$ cat src/rtl/move_seq.sv
// move_seq: square-move sequencer for the heading PID.
// Aligns heading, ramps forward speed, counts stripes, decelerates.
module move_seq #(
    parameter bit          FAST_SIM = 1'b1,
    parameter logic [9:0]  MAX_SPD  = 10'h2A0,
    parameter logic [11:0] ALGN_THR = 12'h02C
) (
    input  logic        clk,
    input  logic        rst_n,
    input  logic        cmd_go,
    input  logic [2:0]  num_sq,
    input  logic        heading_rdy,
    input  logic [11:0] error,
    input  logic        cntrIR,
    output logic [9:0]  frwrd,
    output logic        moving,
    output logic        busy,
    output logic        move_done
);

    typedef enum logic [1:0] {
        S_IDLE,
        S_ALIGN,
        S_RAMP,
        S_DECEL
    } state_t;

    localparam logic [9:0]  INC = FAST_SIM ? 10'h020 : 10'h004;
    localparam logic [10:0] DEC = {INC, 1'b0};

    state_t      r_state;
    logic [9:0]  r_frwrd;
    logic        r_move_done;
    logic [2:0]  r_num_sq;
    logic [2:0]  r_stripe;
    logic        r_ir_prev;

    logic [12:0] w_err_ext;
    logic [12:0] w_err_abs;
    logic        w_aligned;
    logic [10:0] w_ramp_sum;
    logic [9:0]  w_ramp_nxt;
    logic [9:0]  w_decel_nxt;
    logic        w_ir_rise;
    logic [2:0]  w_stripe_inc;

    // 13-bit magnitude so the most negative error cannot wrap negative
    assign w_err_ext = {error[11], error};
    assign w_err_abs = error[11] ? (13'd0 - w_err_ext) : w_err_ext;
    assign w_aligned = (w_err_abs < {1'b0, ALGN_THR});

    // Saturating speed steps
    assign w_ramp_sum  = {1'b0, r_frwrd} + {1'b0, INC};
    assign w_ramp_nxt  = (w_ramp_sum > {1'b0, MAX_SPD}) ?
                         MAX_SPD : w_ramp_sum[9:0];
    assign w_decel_nxt = ({1'b0, r_frwrd} < DEC) ?
                         10'd0 : (r_frwrd - DEC[9:0]);

    assign w_ir_rise    = cntrIR & ~r_ir_prev;
    assign w_stripe_inc = r_stripe + 3'd1;

    assign frwrd     = r_frwrd;
    assign busy      = (r_state != S_IDLE);
    assign moving    = (r_state != S_IDLE);
    assign move_done = r_move_done;

    // Main sequencer: state, speed, stripe count and done pulse
    always_ff @(posedge clk or negedge rst_n) begin
        if (!rst_n) begin
            r_state     <= S_IDLE;
            r_frwrd     <= 10'd0;
            r_move_done <= 1'b0;
            r_num_sq    <= 3'd0;
            r_stripe    <= 3'd0;
            r_ir_prev   <= 1'b0;
        end else begin
            r_move_done <= 1'b0;
            r_ir_prev   <= cntrIR;
            case (r_state)
                S_IDLE: begin
                    r_frwrd <= 10'd0;
                    if (cmd_go) begin
                        if (num_sq != 3'd0) begin
                            r_num_sq <= num_sq;
                            r_stripe <= 3'd0;
                            r_state  <= S_ALIGN;
                        end else begin
                            r_move_done <= 1'b1;
                        end
                    end
                end
                S_ALIGN: begin
                    if (heading_rdy && w_aligned) begin
                        r_state <= S_RAMP;
                    end
                end
                S_RAMP: begin
                    if (heading_rdy) begin
                        r_frwrd <= w_ramp_nxt;
                    end
                    if (w_ir_rise) begin
                        r_stripe <= w_stripe_inc;
                        if (w_stripe_inc == r_num_sq) begin
                            r_state <= S_DECEL;
                        end
                    end
                end
                S_DECEL: begin
                    if (r_frwrd == 10'd0) begin
                        r_state     <= S_IDLE;
                        r_move_done <= 1'b1;
                    end else if (heading_rdy) begin
                        r_frwrd <= w_decel_nxt;
                    end
                end
                default: begin
                    r_state <= S_IDLE;
                end
            endcase
        end
    end

endmodule
$ cat config.mk
export PLATFORM = sky130hd
export DESIGN_NAME = move_seq
export DESIGN_NICKNAME = d
export VERILOG_FILES = /design/src/rtl/move_seq.sv
export SDC_FILE = /design/constraint.sdc
export NUM_CORES = 1
export LEC_CHECK = 0
export ABC_AREA = 1
export BUFFER_PORTS_ARGS = -buffer_cell sky130_fd_sc_hd__buf_2
export CORE_AREA = 2 2 62 64
export CTS_BUF_LIST = sky130_fd_sc_hd__clkbuf_8
export DETAILED_ROUTE_END_ITERATION = 16
export DIE_AREA = 0 0 64 66
export SLEW_MARGIN = 20
export SYNTH_ARGS = -nofsm -noshare
export SYNTH_HDL_FRONTEND = slang
export SYNTH_SLANG_ARGS = --single-unit
$ cat constraint.sdc
create_clock -name clk -period 2.1 [get_ports clk]
set_input_delay 0.21 -clock clk [delete_from_list [all_inputs] [get_ports clk]]
set_output_delay 0.21 -clock clk [all_outputs]
set_load 0.005 [all_outputs]
==> flow_metrics.tcl, run 1 <==
set metrics [dict create \
    synth_area_mm2 0.00138 \
    drv_slew 0 \
    area_growth_pct 14.6 \
    timing.rr.end "r_state[1]" \
    synth_top_area_frac 0.272 \
    fp.coreArea_mm2 0.00355 \
    root_buffer "clkbuf_8" \
    netlist_instances 200 \
    drv_cap 0 \
    max-vdd-ir-drop_mv 0.622 \
    die_h_um 66 \
    ys_ff_latch 15 \
    path_clk_slew_ns 0.06 \
    ff2ff_setup_slack_ns 0.30 \
    holdPathEnd "r_ir_prev" \
    tns_ns 0 \
    ant_nets 0 \
    grt_max_degree 16 \
    syn_area_per_cell_um2 6.91 \
    crit_type "flip-flop to flip-flop" \
    synth.area.mux_share 0.0245 \
    finalHoldViolCount 0 \
    hpwl_mm 2.13 \
    fin_skew_ns 0.00179 \
    critical_path_arrival_ns 1.94 \
    synth-simple-area-share 0.313 \
    start_util 0.389 \
    gp_congestion 0.780 \
    crit_top_cell "nand2_1" \
    placementRows 22 \
    p_per_area_mw_per_mm2 1060 \
    grt_usage 0.138 \
    drt_iter0_drc 46 \
    htreeDepth 1 \
    ys_seq_area_frac 0.272 \
    fin_crit_ns 1.80 \
    clockBufferDepth 2 \
    die_w_um 64 \
    num_vias 1243 \
    cts_setup_buffers 0 \
    setup_viol 0 \
    r2r-start "r_state[0]" \
    cp-start-kind "flip-flop" \
    r2r_cells 10 \
    yosysTopAreaCell "dfrtp_1" \
    gr-total-overflow 0 \
    wl_per_cell_um 9.64 \
    layout.nets 258 \
    die_area_mm2 0.00422 \
    rsz0062_at_grt "no" \
    cts_tree "yes" \
    status "complete, no violations" \
    drc_errors 0 \
    viasPerCell 4.52 \
    drive_gt1_frac 0.189 \
    synth_compound_area_frac 0.0906 \
    grt_pass1_vias 1151 \
    mostFrequentLayoutCell "nand2_1" \
    io_buffers 27 \
    max-slew-margin-rel 0.623 \
    cts_inserted_buffers 3 \
    clock_latency_ns 0.25 \
    first_pass_iters 4 \
    period_share 0.857 \
    stdcell_area_mm2 0.00158 \
    min_path_cells 1 \
    min-delay-start "cntrIR" \
    min_path_type "primary input to flip-flop" \
    leakagePower_nw 0.860 \
    grt_first_pass_wirelength_mm 4.70 \
    clkSinkCount 15 \
    end_kind "flip-flop" \
    synth_top_family_by_area "simple AND/OR/NAND/NOR gates" \
    antennaDiodeCount 0 \
    placed_area_mm2 0.00152 \
    fmax_mhz 556 \
    drt-total-wl_mm 2.65 \
    synth.distinct_cells 25 \
    ios 33 \
    worstMarginPinSlew_ns 0.560 \
    cp_slowest_cell "dfrtp_1" \
    crit_path_max_incr_delay_ns 0.40 \
    synth_fa_ha_area_frac 0.0906 \
    antenna_found_initial 0 \
    critical_path.cell_chain "inv_1 > ha_1 > inv_1 > nor2_1 > a21oi_1 > o21ai_0 > nor3_2 > nand2_1 > nand2_1 > nand2_1" \
    yosysWarnings 0 \
    synth_xor_area_frac 0.0761 \
    cp.required_ns 2.24 \
    layout_common_cells "51 x nand2_1, 31 x inv_1, 27 x buf_2" \
    cp_max_fo 5 \
    netlist_top_cells_area "dfrtp_1 27%, nand2_1 14%, ha_1 9.1%" \
]
-- power by group --
| group | internal [W] | switching, W | total, W | leakage, nW |
|---|---|---|---|---|
| Combinational | 0.000382 | 0.000550 | 0.000932 | 0.639 |
| Clock | 0.000130 | 0.000102 | 0.000231 | 0.0269 |
| Sequential | 0.000399 | 0.000118 | 0.000517 | 0.194 |
| Total | 0.000911 | 0.000769 | 0.00168 | 0.860 |
-- cell type report --
| class | instances | area [µm²] |
|---|---|---|
| sequential | 15 | 375 |
| multi-input combinational | 150 | 845 |
| fill | 368 | 1970 |
| clock inverter | 1 | 3.75 |
| inverter | 30 | 113 |
| clock buffer | 3 | 41.3 |
| timing repair buffer | 28 | 145 |
| tap | 48 | 60.1 |
-- registers in the layout (all words and copies together), names as in the netlist --
signal     cells
r_ir_prev      1
r_state        2
r_num_sq       3
frwrd          5
r_stripe       3
move_done      1
-- cells in the mapped netlist --
library cell	instances
nand2_1	51
inv_1	30
nand3_1	21
dfrtp_1	15
o21ai_0	13
nor2_1	12
ha_1	10
xor2_1	9
buf_4	7
a21oi_1	6
nor2_2	4
mux2_2	3
nor3_1	3
xnor2_1	3
nand3_2	2
nand4_1	2
a31oi_1	1
buf_6	1
clkbuf_2	1
conb_1	1
nand2_2	1
nor2_4	1
o211ai_1	1
o21ai_1	1
o21bai_2	1
-- worst max-delay path by stage --
stage	from	endpoint	slack, ns	cells after the start
after global placement	r_state[1]	r_state[1]	0.31	10
after global routing	r_state[0]	r_state[1]	0.02	10
final	r_state[0]	r_state[1]	0.30	10
after CTS	r_state[0]	r_state[1]	0.22	10
after floorplan	r_state[0]	r_state[1]	0.45	10
after detailed placement	r_state[0]	r_state[1]	0.27	10
-- what timing repair did --
item | in CTS | in global routing
hold buffers | 1 | 0
endpoints found under the setup margin | 0 | 2
gates resized for setup | 0 | 1
hold endpoints to repair | 15 | 0
-- per-stage QoR --
step	util	power (W)	instances	hold slack, ns	worst slack (ns)
floorplan	-	0.00123	204	-0.0856	0.455
global placement	0.429	0.00145	270	0.131	0.310
detailed placement	0.429	0.00144	270	0.137	0.273
CTS	0.444	0.00168	275	0.0810	0.222
global route	0.446	0.00187	275	0.0784	0.0209
finish	0.446	0.00168	275	0.0824	0.301
-- cells by family after synthesis --
group | count (synthesis)
other cells | 1
mux | 3
compound gates | 23
flops | 15
buf+inv | 39
simple gates | 97
xor+xnor | 12
fa+ha+maj | 10
-- metal layers --
| layer | share of wire | track usage | wire length [µm] | up-vias |
|---|---|---|---|---|
| li1 | - | - | - | 678 |
| met1 | 0.53 | 0.177 | 1400 | 533 |
| met2 | 0.41 | 0.236 | 1080 | 27 |
| met3 | 0.045 | 0.0170 | 118 | 5 |
| met4 | 0.017 | 0.0571 | 45 | 0 |
| met5 | 0 | 0 | 0 | - |
-- worst max-delay path: cells and delay by family, from the launching register on --
family / cells / cell delay (ns)
adders and majority gates: 1 / 0.25
AOI/OAI and AO/OA: 2 / 0.32
buffers and inverters: 2 / 0.19
DFF: 1 / 0.40
and+or+nand+nor: 5 / 0.53
Power figures use the tool's default switching activity.
==> run 2: changes to the inputs <==
--- a/config.mk
+++ b/config.mk
@@ -11,6 +11,8 @@
 export CTS_BUF_LIST = sky130_fd_sc_hd__clkbuf_8
 export DETAILED_ROUTE_END_ITERATION = 16
 export DIE_AREA = 0 0 64 66
+export MAX_ROUTING_LAYER = met4
+export REMOVE_ABC_BUFFERS = 1
 export SLEW_MARGIN = 20
 export SYNTH_ARGS = -nofsm -noshare
 export SYNTH_HDL_FRONTEND = slang
==> flow_metrics.tcl, run 2 (synthesis results as in run 1) <==
set metrics [dict create \
    largest_register_ffs 5 \
    grt_max_degree 16 \
    viasPerCell 4.62 \
    grt_pass1_vias 1219 \
    cp_max_fo 5 \
    layout.nets 258 \
    finalHoldViolCount 0 \
    power_frac_comb 0.555 \
    num_vias 1270 \
    ios 33 \
    min_path_type "primary input to flip-flop" \
    fp.coreArea_mm2 0.00355 \
    die_w_um 64 \
    drv_slew 0 \
    p_per_area_mw_per_mm2 1060 \
    drc_errors 0 \
    antenna_found_initial 0 \
    start_util 0.389 \
    rsz0062_at_grt "no" \
    clock_latency_ns 0.25 \
    gr-total-overflow 0 \
    hpwl_mm 2.23 \
    grt_usage 0.149 \
    layout_common_cells "51 x nand2_1, 31 x inv_1, 27 x buf_2" \
    clockBufferDepth 2 \
    cts_tree "yes" \
    wl_per_cell_um 10.2 \
    die_h_um 66 \
    cp-start-kind "flip-flop" \
    ant_nets 0 \
    max-slew-margin-rel 0.627 \
    die_area_mm2 0.00422 \
    first_pass_iters 4 \
    worstMarginPinSlew_ns 0.553 \
    gp_congestion 0.818 \
    end_kind "flip-flop" \
    p_total_w 0.00168 \
    seqPwrFrac 0.309 \
    p_clk_frac 0.137 \
    root_buffer "clkbuf_8" \
    drt_iter0_drc 46 \
    cp.required_ns 2.24 \
    mostFrequentLayoutCell "nand2_1" \
    leakagePower_nw 0.860 \
    netSwitchingPower_w 0.000771 \
    drv_cap 0 \
    fin_crit_ns 1.80 \
    crit_type "flip-flop to flip-flop" \
    drive_gt1_frac 0.189 \
    p_int_w 0.000910 \
    htreeDepth 1 \
    fmax_mhz 556 \
    fillCellCount 361 \
    fin_skew_ns 0.00369 \
    setup_viol 0 \
    path_clk_slew_ns 0.06 \
    area_growth_pct 14.6 \
    tns_ns 0 \
    grt_first_pass_wirelength_mm 4.96 \
    sw_frac_of_total 0.459 \
    drt-total-wl_mm 2.80 \
    clkSinkCount 15 \
    critical_path_arrival_ns 1.94 \
    status "complete, no violations" \
    antennaDiodeCount 0 \
    period_share 0.857 \
    io_buffers 27 \
    cts_inserted_buffers 3 \
    placementRows 22 \
    max-vdd-ir-drop_mv 0.681 \
]
## run 2: cell counts in the layout (fill, tap and decap cells not counted)
No cell type changed its count.
## run 2: power groups by stage
| stage | clock, W | combinational (W) | sequential [W] |
|---|---|---|---|
| 2_1_floorplan | 0 | 0.000687 | 0.000501 |
| 3_3_place_gp | 0 | 0.000918 | 0.000526 |
| 3_5_place_dp | 0 | 0.000921 | 0.000526 |
| 4_1_cts | 0.000232 | 0.000931 | 0.000522 |
| 5_1_grt | 0.000248 | 0.00108 | 0.000542 |
| 6_report | 0.000230 | 0.000932 | 0.000519 |
## run 2: worst paths after layout
| check | start | slack, ns | cells past startpoint | end |
|---|---|---|---|---|
| min in group asynchronous | rst_n | 0.39 | 2 | r_ir_prev |
| max reg2reg | r_state[0] | 0.30 | 10 | r_state[1] |
| min reg2reg | r_stripe[1] | 0.51 | 2 | r_stripe[1] |
| min | cntrIR | 0.08 | 1 | r_ir_prev |
| max | r_state[0] | 0.30 | 10 | r_state[1] |
| max in group asynchronous | rst_n | 1.46 | 2 | move_done |
## run 2: through the flow
step | hold WS (ns) | std cells | utilization | cell area [µm²] | setup slack, ns
after floorplan | -0.0856 | 195 | - | 1330 | 0.436
after global placement | 0.133 | 270 | 0.429 | 1520 | 0.295
after detailed placement | 0.132 | 270 | 0.429 | 1520 | 0.231
after CTS | 0.0786 | 275 | 0.444 | 1580 | 0.218
after global routing | 0.0751 | 275 | 0.446 | 1580 | 0.00954
final | 0.0791 | 275 | 0.446 | 1580 | 0.300
## run 2: critical path, cell delays in order, from the launching register on
cell and delay [ns]:
dfrtp_1 0.40, inv_1 0.08, ha_1 0.25, inv_1 0.11, nor2_1 0.05, a21oi_1 0.09, o21ai_0 0.22, nor3_2 0.27
nand2_1 0.11, nand2_1 0.07, nand2_1 0.05
## run 2: area by class of cell
| cell class | instances | area (µm²) | area share |
|---|---|---|---|
| Clock inverter | 1 | 3.75 | 0.00237 |
| Tap cell | 48 | 60.1 | 0.0379 |
| Multi-Input combinational cell | 150 | 845 | 0.534 |
| Sequential cell | 15 | 375 | 0.237 |
| Timing Repair Buffer | 28 | 145 | 0.0917 |
| Clock buffer | 3 | 41.3 | 0.0261 |
| Inverter | 30 | 113 | 0.0711 |
## run 2: routing by layer
| metal | vias up | share of wire | global-route usage |
|---|---|---|---|
| li1 | 675 | - | - |
| met1 | 554 | 0.51 | 0.187 |
| met2 | 37 | 0.42 | 0.243 |
| met3 | 4 | 0.050 | 0.0204 |
| met4 | 0 | 0.012 | 0.0571 |
| met5 | - | 0 | - |
## run 2: repair_timing
action / 4_1_cts / 5_1_grt
setup endpoints to repair: 0 / 2
hold buffers: 1 / 0
hold endpoints to repair: 15 / 0
buffers inserted: 0 / 0
gates resized for setup: 0 / 1
==> run 3: changes to the inputs <==
--- a/config.mk
+++ b/config.mk
@@ -6,12 +6,13 @@
 export NUM_CORES = 1
 export LEC_CHECK = 0
 export ABC_AREA = 1
-export BUFFER_PORTS_ARGS = -buffer_cell sky130_fd_sc_hd__buf_2
 export CORE_AREA = 2 2 62 64
 export CTS_BUF_LIST = sky130_fd_sc_hd__clkbuf_8
 export DETAILED_ROUTE_END_ITERATION = 16
 export DIE_AREA = 0 0 64 66
+export DONT_BUFFER_PORTS = 1
 export MAX_ROUTING_LAYER = met4
+export PLACE_DENSITY_LB_ADDON = 0.08
 export REMOVE_ABC_BUFFERS = 1
 export SLEW_MARGIN = 20
 export SYNTH_ARGS = -nofsm -noshare
==> flow_metrics.tcl, run 3 (synthesis results as in run 1) <==
set metrics [dict create \
    status "complete, no violations" \
    drv_cap 0 \
    min_path_cells 1 \
    antennaDiodeCount 0 \
    area_growth_pct 5.62 \
    cp.required_ns 2.24 \
    fin_crit_ns 1.82 \
    viasPerCell 4.82 \
    timing.rr.end "r_state[0]" \
    wl_per_cell_um 11.5 \
    mostFrequentLayoutCell "nand2_1" \
    tns_ns 0 \
    ant_nets 0 \
    hpwl_mm 2.34 \
    fmax_mhz 548 \
    period_share 0.868 \
    layout.nets 232 \
    drt_iter0_drc 38 \
    io_buffers 0 \
    gp_congestion 0.842 \
    r2r-start "r_state[0]" \
    ios 33 \
    cts_tree "yes" \
    rsz0062_at_grt "no" \
    antenna_found_initial 0 \
    critical_path_arrival_ns 1.97 \
    clock_latency_ns 0.25 \
    critical_path.cell_chain "inv_1 > ha_1 > inv_1 > nor2_1 > a21oi_1 > o21ai_0 > nor3_2 > nand2_1 > nand2_1 > nand2_1" \
    root_buffer "clkbuf_8" \
    max-slew-margin-rel 0.522 \
    grt_usage 0.158 \
    die_area_mm2 0.00422 \
    start_util 0.389 \
    setup_viol 0 \
    path_clk_slew_ns 0.06 \
    worstMarginPinSlew_ns 0.714 \
    largest_register_ffs 5 \
    die_w_um 64 \
    p_per_area_mw_per_mm2 1110 \
    finalHoldViolCount 0 \
    end_kind "flip-flop" \
    cp-start-kind "flip-flop" \
    layout_common_cells "51 x nand2_1, 30 x inv_1, 21 x nand3_1" \
    cp_max_fo 5 \
    ff2ff_setup_slack_ns 0.28 \
    clkSinkCount 15 \
    placementRows 22 \
    num_vias 1201 \
    clockBufferDepth 2 \
    grt_max_degree 16 \
    min_path_type "primary input to flip-flop" \
    gr-total-overflow 0 \
    drc_errors 0 \
    die_h_um 66 \
    drive_gt1_frac 0.0846 \
    holdWs_ns 0.104 \
    worst-path-buf-inv 2 \
    htreeDepth 1 \
    grt_first_pass_wirelength_mm 5.12 \
    path_delay_family "simple AND/OR/NAND/NOR gates" \
    first_pass_iters 4 \
    r2r_cells 10 \
    min-delay-start "num_sq[2]" \
    cp_slowest_cell "dfrtp_1" \
    crit_type "flip-flop to flip-flop" \
    fin_skew_ns 0.000808 \
    crit_path_max_incr_delay_ns 0.41 \
    crit_top_cell "nand2_1" \
    fp.coreArea_mm2 0.00355 \
    cts_inserted_buffers 3 \
    drv_slew 0 \
    max-vdd-ir-drop_mv 0.530 \
    holdPathEnd "r_num_sq[2]" \
    drt-total-wl_mm 2.87 \
    grt_pass1_vias 1220 \
    leakagePower_nw 0.748 \
]
==> run 3: changes by cell type in the layout (fill, tap and decap cells not counted) <==
cell,delta
buf_2,-27
clkinv_2,+1
dlygate4sd3_1,+1
inv_1,-1
==> run 3: layout make-up <==
class / instances / area, µm²
clock buffers: 3 / 41.3
clock inverters: 1 / 5.00
fillers: 374 / 2090
inverters: 30 / 113
multi-input cells: 150 / 845
flip-flops and latches: 15 / 375
well taps: 48 / 60.1
repair buffers: 2 / 20.0
==> run 3: layer usage <==
metal,routed length (µm),track usage
met1,1300,0.178
met2,1320,0.270
met3,196,0.0324
met4,51,0.0734
met5,0,-
==> run 3: per-stage QoR <==
| stage | utilization | instance area [µm²] | worst slack (ns) | power, W | instances |
|---|---|---|---|---|---|
| after floorplan | - | 1330 | 0.436 | 0.00119 | 195 |
| after global placement | 0.391 | 1390 | 0.291 | 0.00135 | 243 |
| after detailed placement | 0.391 | 1390 | 0.217 | 0.00137 | 243 |
| after CTS | 0.409 | 1450 | 0.204 | 0.00163 | 249 |
| after global routing | 0.411 | 1460 | 0.0371 | 0.00180 | 249 |
| final | 0.411 | 1460 | 0.276 | 0.00162 | 249 |
==> run 3: report_power, final <==
part	switching, W	internal [W]	total [W]
clock network	0.000109	0.000132	0.000241
registers	0.000133	0.000399	0.000532
logic	0.000517	0.000332	0.000849
total	0.000759	0.000863	0.00162
==> run 3: worst reg2reg max path, delay by kind of cell (launching register included) <==
| kind | cells | cell delay, ns |
|---|---|---|
| and+or+nand+nor | 5 | 0.55 |
| DFF | 1 | 0.41 |
| AOI/OAI and AO/OA | 2 | 0.29 |
| adders and majority gates | 1 | 0.24 |
| buffers and inverters | 2 | 0.22 |
==> run 3: how the worst max path moves through the flow <==
stage                from          to  slack, ns  cells after the start
2_1_floorplan  r_state[0]  r_state[1]       0.44                     10
6_report       r_state[0]  r_state[0]       0.28                     10
5_1_grt          frwrd[6]    frwrd[7]       0.04                     12
3_3_place_gp   r_state[0]  r_state[0]       0.29                     10
3_5_place_dp   r_state[0]  r_state[0]       0.22                     10
4_1_cts        r_state[0]  r_state[0]       0.20                     10
==> run 3: repair_timing <==
item,4_1_cts,5_1_grt
buffers inserted,0,0
hold buffers,2,0
setup endpoints to repair,0,1
endpoints found under the hold margin,16,0
resized for setup,0,1
